$ cat src/rtl/im_fetch.sv
// Instruction fetch initiator: 1-cycle registered instruction memory, 2-entry skid buffer, redirect flush.
// Optional macro IF_ALIGN_CHK_EN adds out_fault_o and halts issue after a misaligned redirect target.
module im_fetch #(
    parameter int          ADDR_W   = 7,
    parameter logic [31:0] RESET_PC = 32'h0000_0000
) (
    input  logic              clk,
    input  logic              rst_n,
    output logic [ADDR_W-1:0] im_addr_o,
    input  logic [31:0]       im_data_i,
    input  logic              redirect_valid_i,
    input  logic [31:0]       redirect_pc_i,
    output logic              out_valid_o,
    input  logic              out_ready_i,
    output logic [31:0]       out_instr_o,
    output logic [31:0]       out_pc_o
`ifdef IF_ALIGN_CHK_EN
    ,
    output logic              out_fault_o
`endif
);

    logic [31:0] pc_q, pc_d;
    logic        inflight_q, inflight_d;
    logic [31:0] inflight_pc_q, inflight_pc_d;
    logic [31:0] e0_instr_q, e0_instr_d, e0_pc_q, e0_pc_d;
    logic [31:0] e1_instr_q, e1_instr_d, e1_pc_q, e1_pc_d;
    logic [1:0]  count_q, count_d, count_after;
    logic [2:0]  occ;
    logic        deq, issue, halt;

`ifdef IF_ALIGN_CHK_EN
    logic fault_q, fault_d;
    assign halt        = fault_q;
    assign out_fault_o = fault_q;
`else
    assign halt = 1'b0;
`endif

    assign im_addr_o   = pc_q[ADDR_W+1:2];
    assign out_valid_o = (count_q != 2'd0);
    assign out_instr_o = e0_instr_q;
    assign out_pc_o    = e0_pc_q;

    // occupancy the buffer would reach if the word issued now came back next edge
    assign deq   = out_valid_o & out_ready_i;
    assign occ   = {1'b0, count_q} - {2'b00, deq} + {2'b00, inflight_q};
    assign issue = !redirect_valid_i && !halt && (occ < 3'd2);

    always_comb begin
        pc_d          = pc_q;
        inflight_d    = 1'b0;
        inflight_pc_d = inflight_pc_q;
        e0_instr_d    = e0_instr_q;
        e0_pc_d       = e0_pc_q;
        e1_instr_d    = e1_instr_q;
        e1_pc_d       = e1_pc_q;
        count_d       = count_q;
        count_after   = count_q - {1'b0, deq};
`ifdef IF_ALIGN_CHK_EN
        fault_d       = fault_q;
`endif
        if (redirect_valid_i) begin
            pc_d    = {redirect_pc_i[31:2], 2'b00};
            count_d = 2'd0;
`ifdef IF_ALIGN_CHK_EN
            fault_d = (redirect_pc_i[1:0] != 2'b00);
`endif
        end else begin
            if (issue) begin
                inflight_d    = 1'b1;
                inflight_pc_d = pc_q;
                pc_d          = pc_q + 32'd4;
            end
            if (deq) begin
                e0_instr_d = e1_instr_q;
                e0_pc_d    = e1_pc_q;
            end
            if (inflight_q) begin
                if (count_after == 2'd0) begin
                    e0_instr_d = im_data_i;
                    e0_pc_d    = inflight_pc_q;
                end else begin
                    e1_instr_d = im_data_i;
                    e1_pc_d    = inflight_pc_q;
                end
            end
            count_d = count_after + {1'b0, inflight_q};
        end
    end

    always_ff @(posedge clk or negedge rst_n) begin
        if (!rst_n) begin
            pc_q          <= RESET_PC;
            inflight_q    <= 1'b0;
            inflight_pc_q <= 32'd0;
            e0_instr_q    <= 32'd0;
            e0_pc_q       <= 32'd0;
            e1_instr_q    <= 32'd0;
            e1_pc_q       <= 32'd0;
            count_q       <= 2'd0;
`ifdef IF_ALIGN_CHK_EN
            fault_q       <= 1'b0;
`endif
        end else begin
            pc_q          <= pc_d;
            inflight_q    <= inflight_d;
            inflight_pc_q <= inflight_pc_d;
            e0_instr_q    <= e0_instr_d;
            e0_pc_q       <= e0_pc_d;
            e1_instr_q    <= e1_instr_d;
            e1_pc_q       <= e1_pc_d;
            count_q       <= count_d;
`ifdef IF_ALIGN_CHK_EN
            fault_q       <= fault_d;
`endif
        end
    end

endmodule
$ cat config.mk
export PLATFORM = sky130hd
export DESIGN_NAME = im_fetch
export DESIGN_NICKNAME = d
export VERILOG_FILES = /design/src/rtl/im_fetch.sv
export SDC_FILE = /design/constraint.sdc
export NUM_CORES = 1
export LEC_CHECK = 0
export ABC_AREA = 0
export BUFFER_PORTS_ARGS = -buffer_cell sky130_fd_sc_hd__buf_2
export CAP_MARGIN = 10
export CORE_MARGIN = 5
export CORE_UTILIZATION = 29
export DETAILED_ROUTE_END_ITERATION = 6
export HOLD_SLACK_MARGIN = 0.08
export SYNTH_ARGS = -nofsm -noshare
export SYNTH_HDL_FRONTEND = slang
export SYNTH_SLANG_ARGS = --single-unit
export TNS_END_PERCENT = 50
$ cat constraint.sdc
create_clock -name clk -period 3.36 [get_ports clk]
set_input_delay 0.672 -clock clk [delete_from_list [all_inputs] [get_ports clk]]
set_output_delay 0.672 -clock clk [all_outputs]
set_load 0.05 [all_outputs]
After elaboration in Yosys (flattened, before gate mapping)
Cells that the tools add are included.
- $add $sub $neg: 5
- bitwise gates (word level): 3
- mux-type cells: 11
- magnitude comparators: 1
- reductions and logical operators: 7
- operators by type and width (operator ; number):
    two-way mux 32 bit ; 8
    adder 32 x 3 -> 32 bit, second input constant ; 1
    nonzero test 2 bit ; 2
    adder 3 x 1 -> 3 bit ; 1
    less-than comparator 3 x 2 -> 1 bit, second input constant ; 1
    AND reduction 3 bit ; 1
    subtractor 2 x 1 -> 3 bit ; 1
    adder 2 x 1 -> 2 bit ; 1
    logical NOT 2 bit ; 1
    two-way mux 1 bit ; 2
    two-way mux 2 bit ; 1
    inverter 1 bit ; 2
    AND reduction 2 bit ; 1
    subtractor 2 x 1 -> 2 bit ; 1
    AND 1 bit ; 1
    logical AND 1 bit ; 1
    logical NOT 1 bit ; 1
- register bits after elaboration: 195
- word-level logic and storage cells: 35
- output and inout port bits: 72

Depth between registers and ports, before layout
- depth after elaboration: 8
- depth in mapped cells: 10

Worst setup path before layout
Ideal clock, no wire load.
- path kind: input to register
- start: in out_ready_i
- end: reg pc_q[15]
- slack: 0.553 ns
- path buffers: 2
- arrival time: 2.738 ns
- cell stages on the path: 10
- path through: nand3b_1 > o21ai_2 > nand2_1 > fa_1 > buf_2 > and4_1 > nand4_1 > clkbuf_1 > or4_1 > nand3_1
- cells in the longest elaborated chain, start to end: 6
- ends and longest elaborated chain (what ; line ; source):
    start, declared ; 14 ; input logic out_ready_i,
    AND 1 bit ; 46 ; assign deq = out_valid_o & out_ready_i;
    subtractor 2 x 1 -> 3 bit ; 47 ; assign occ = {1'b0, count_q} - {2'b00, deq} + {2'b00, inflight_q};
    adder 3 x 1 -> 3 bit ; 47 ;
    less-than comparator 3 x 2 -> 1 bit ; 48 ; assign issue = !redirect_valid_i && !halt && (occ < 3'd2);
    logical AND 1 bit ; 48 ;
    nonzero test 2 bit (no source line) ; - ;
    end signal, assigned ; 106 ; pc_q <= pc_d;
    end, declared ; 23 ; logic [31:0] pc_q, pc_d;
No other way between the ends.
A chain may end at the register's enable or synchronous reset.

Worst setup path after layout
- start: reg count_q[0]
- end: reg pc_q[21]
- cells in the longest elaborated chain, start to end: 7
- ends and longest elaborated chain (what ; line ; source):
    start, declared ; 28 ; logic [1:0] count_q, count_d, count_after;
    start signal, assigned ; 113 ; count_q <= count_d;
    nonzero test 2 bit ; 41 ; assign out_valid_o = (count_q != 2'd0);
    AND 1 bit ; 46 ;
    subtractor 2 x 1 -> 3 bit * ; 47 ;
    adder 3 x 1 -> 3 bit * ; 47 ;
    less-than comparator 3 x 2 -> 1 bit * ; 48 ;
    logical AND 1 bit * ; 48 ;
    nonzero test 2 bit (no source line) * ; - ;
Mark *: on every way between the ends. The rest lies on a longest branch, timed or not.

==> impl.org <==
** Status
- The run finished with clean final reports.

** Timing
- For the finished layout, the period the worst path requires is roughly 3 ns.
- Final-layout setup total negative slack :: 0 ns
- Worst relative slew slack :: between 50% and 60%
- Of the available clock period, the critical path in the final layout requires between 80% and 90%.
- The count of endpoints failing hold in the final timing report was 0.
- The max-slew violation total from the final report was 0.
- Clk_skew :: between 0.015 and 0.02 ns
- Based on the critical path, the design can be clocked at up to around 0.33 GHz.
- Setup repair after global routing missed its margin :: no
- Setup violations remaining at the end of the flow were counted as 0.
- Slew of the pin with the lowest slew margin :: 0.627 ns

** Logic synthesis
- Fraction of registers with async set or reset after synthesis :: 100%
- The share of the Yosys chip area taken by registers is 57.2%.
- Combined area of all synthesized cells :: around 8300 um^2
- The Yosys step of the flow raised 0 warnings.
- Number of enable-type register cells in the synthesized netlist :: 0
- Each instance of the synthesized netlist takes up on average around 13 um^2.
- By count the netlist is led by sky130_fd_sc_hd__dfrtp_1 (189), sky130_fd_sc_hd__mux2_2 (90), sky130_fd_sc_hd__nor2b_1 (65), sky130_fd_sc_hd__a221o_1 (62), sky130_fd_sc_hd__nand2_1 (28).
- FF+latch count, synth :: around 190
- The most used flip-flop cell after synthesis is sky130_fd_sc_hd__dfrtp_1.
- Of all cell types, the one taking the most synthesized area is sky130_fd_sc_hd__dfrtp_1.
- Cell with the most instances after synthesis :: sky130_fd_sc_hd__dfrtp_1
- After synthesis, the netlist uses 38 different library cells.
- Synthesis produced a netlist whose cell count is 642.
- Synthesized Nets :: a little over 700
- Ranked by total cell area, the synthesized netlist is headed by sky130_fd_sc_hd__dfrtp_1 (57%), sky130_fd_sc_hd__mux2_2 (12%), sky130_fd_sc_hd__a221o_1 (7.5%), sky130_fd_sc_hd__nor2b_1 (4.9%), sky130_fd_sc_hd__or4_1 (1.7%).
- The share of synthesized area in the top cell type comes to ~57%.

** Critical path
- STA puts the critical path data required time at ~3.7 ns.
- Critical Path Start Type :: flip-flop
- In this design, the stage delay of the slowest critical-path cell is 0.58 ns.
- The worst setup path is of the reg -> reg kind.
- Largest fanout of any net on the critical path :: 12
- Family of cells with the greatest summed delay on the critical path :: simple AND/OR/NAND/NOR gates
- Counting both buffers and inverters, the worst setup path holds a total of 0.
- Critical Path AT :: 3.38 ns
- Nature of the critical path endpoint :: flip-flop
- The signal on the critical path passes through nand3b_1 > o21ai_2 > nand2_1 > fa_1 > and4_1 > nand4_1 > or4_1 > a31oi_1.
- Cell with the biggest individual delay on the critical path :: sky130_fd_sc_hd__fa_1

** Die
- Area of the die :: between 30000 and 40000 um^2
- Die X-Extent :: ~180 um
- The total area inside the core boundary comes to between 20000 and 30000 um^2.
- The initialized floorplan defines between 60 and 70 standard-cell rows.
- Number of top-level pins :: between 100 and 150
- Once the floorplan was initialized, standard cells occupied approximately 30% of the core.
- From bottom edge to top edge, the die measures 179 um.

** Power
- The analysis attributes to cell leakage a power of about 0.0045 uW.
- The worst-case IR drop observed on VDD is roughly 0.44 mV.
- The completed layout was analyzed and its total power is between 10000 and 15000 uW.
- Power per cell area :: roughly 1000 nW/um^2

** Placed design
- Once placement finished, the instance area stood at roughly 9300 um^2.
- GPL Wtd Cong :: 0.724
- HPWL after DPL :: between 10000 and 15000 um
- The count of buffers added on input and output ports is roughly 140.

** Cells and area
- After routing the design area is around 10000 um^2.
- The filler cells instantiated in the layout total between 2000 and 3000.
- The area growth from synthesis to layout is 20.6%.
- For this run, the post-layout net count is between 800 and 900.
- Fraction of final layout cells with drive strength greater than 1 :: 36.5%
- The number of antenna diodes in the final layout is 0.

** Detailed routing
- In the final routed layout, each cell accounts on average for roughly 17 um.
- After detailed routing, the number of vias per cell comes to roughly 4.9.
- Once detail routing completed, the nets flagged for antenna violations numbered 0.
- Drc violations :: 0
- Before antenna repair, the detailed router went through 4 iterations.
- The routed layout has approximately 5700 vias.
- Summed over all layers, the routed wires come to around 20000 um.
- In this run, the number of DRC markers left after iteration 0 of detailed routing was 440.

** Global route
- Maximum number of pins on one net before global-route repair :: roughly 80
- Antenna violations before repair :: 0
- The number of global-route vias before repair is between 5000 and 6000.
- The first global-routing pass estimated 32800 um of wire.
- The total overflow left after global routing is 0.
- For this run, the total global-route usage over all layers was measured as approximately an eighth.

** Clocking
- Buffers inserted to repair hold after CTS numbered 0.
- The number of clock buffers added by TritonCTS is 17.
- Clock Root Buffer :: sky130_fd_sc_hd__clkbuf_16
- Post-CTS setup buffer count :: 0
- Clock tree sinks :: 189
- CTS HTree Levels :: 4
- Clock-pin slew was measured on the worst setup and hold paths at 0.08 ns.
- Clock latency on the worst-skew pair, taken at its later pin, is around 0.43 ns.
- Buffers from clock root to sink, at most :: 2
- The number of gates resized after CTS was 0.
- Clock tree from TritonCTS :: built

** Min path
- Kind of path behind the tightest hold check :: in -> async

** Run
- Max-cap violations in this run came to 0.
final timing paths:
path                                    from             end  slack, ns  cells past startpoint
max                               count_q[0]        pc_q[21]       0.34                      8
min                                    rst_n  out_instr_o[6]       0.17                      1
max reg2reg                       count_q[0]        pc_q[21]       0.34                      8
min reg2reg                      out_pc_o[1]     out_pc_o[1]       0.50                      1
max in group asynchronous              rst_n  e1_instr_q[28]       2.44                      2
min in group clk           redirect_pc_i[14]        pc_q[14]       0.45                      3
report_power, final:
| part | total [uW] | internal, uW | leakage (uW) | switching, uW |
|---|---|---|---|---|
| Sequential | 3840 | 3250 | 0.00229 | 590 |
| Combinational | 4440 | 1710 | 0.00187 | 2720 |
| Clock | 2090 | 1040 | 0.000305 | 1060 |
| Total | 10400 | 6000 | 0.00447 | 4370 |
per-stage QoR:
step | util, % | setup slack, ns | std cells | hold WS, ns
after floorplan | - | 0.553 | 642 | 0.376
after global placement | 33.4 | 0.153 | 1129 | 0.478
after detailed placement | 33.4 | 0.0985 | 1129 | 0.482
after CTS | 35.6 | 0.311 | 1161 | 0.163
after global routing | 35.6 | 0.0795 | 1161 | 0.171
final | 35.6 | 0.343 | 1161 | 0.171
per-layer routing:
layer	vias to the layer above	routed length (um)	global-route usage, %
li1	2663	-	-
met3	16	1270	3.94
met2	137	9130	19.8
met5	-	0	0
met1	2879	9590	18.2
met4	0	274	3.33
cells in the final DEF, fill, tap and decap left out, types with 4 or more instances in the layout:
cell                          n
sky130_fd_sc_hd__nor2b_1     65
sky130_fd_sc_hd__a221o_1     62
sky130_fd_sc_hd__clkbuf_16   17
sky130_fd_sc_hd__nand4_1      8
sky130_fd_sc_hd__o21ai_0     13
sky130_fd_sc_hd__o31ai_1     14
sky130_fd_sc_hd__buf_12       4
sky130_fd_sc_hd__and3_1       7
sky130_fd_sc_hd__xor2_1       6
sky130_fd_sc_hd__buf_2      136
sky130_fd_sc_hd__dfrtp_1    189
sky130_fd_sc_hd__clkinv_8     5
sky130_fd_sc_hd__mux2_2      90
sky130_fd_sc_hd__nand3_1     18
sky130_fd_sc_hd__buf_4       16
sky130_fd_sc_hd__and4_1       6
sky130_fd_sc_hd__nand2_1     28
sky130_fd_sc_hd__inv_8        5
sky130_fd_sc_hd__or4_1       19
sky130_fd_sc_hd__o211ai_1     5
sky130_fd_sc_hd__nor2_1      18
sky130_fd_sc_hd__a31oi_1     17
sky130_fd_sc_hd__inv_1        7
layout make-up:
cell class                      instances  area (um^2)  share of cell area [%]
Inverter                                8         30.0                   0.301
Multi-Input combinational cell        397         3220                    32.2
Timing Repair Buffer                  157          895                    8.97
Sequential cell                       189         4730                    47.4
Tap cell                              378          473                    4.74
Clock inverter                         15          204                    2.05
Clock buffer                           17          425                    4.27
sequential cells by signal (all words and copies together) (netlist names):
signal         cells
e1_pc_q           30
e1_instr_q        32
out_pc_o          32
out_instr_o       32
count_q            2
pc_q              30
inflight_pc_q     30
inflight_q         1
worst register-to-register path: stages, from the launching register on:
cell	delay (ns)
sky130_fd_sc_hd__dfrtp_1	0.45
sky130_fd_sc_hd__nand3b_1	0.24
sky130_fd_sc_hd__o21ai_2	0.19
sky130_fd_sc_hd__nand2_1	0.12
sky130_fd_sc_hd__fa_1	0.58
sky130_fd_sc_hd__and4_1	0.28
sky130_fd_sc_hd__nand4_1	0.39
sky130_fd_sc_hd__or4_1	0.54
sky130_fd_sc_hd__a31oi_1	0.17
cells by family (layout without fill, tap and decap cells):
group	count (synthesis)	after routing	synth area share, %
multiplexers	91	91	12.4
AO/OA/AOI/OAI	116	116	12.0
XOR/XNOR	9	9	1.04
AND/OR/NAND/NOR	177	177	12.5
adder cells (fa/ha/maj)	4	4	0.696
buffers and inverters	56	197	4.19
flip-flops	189	189	57.2
Power figures use the tool's default switching activity.
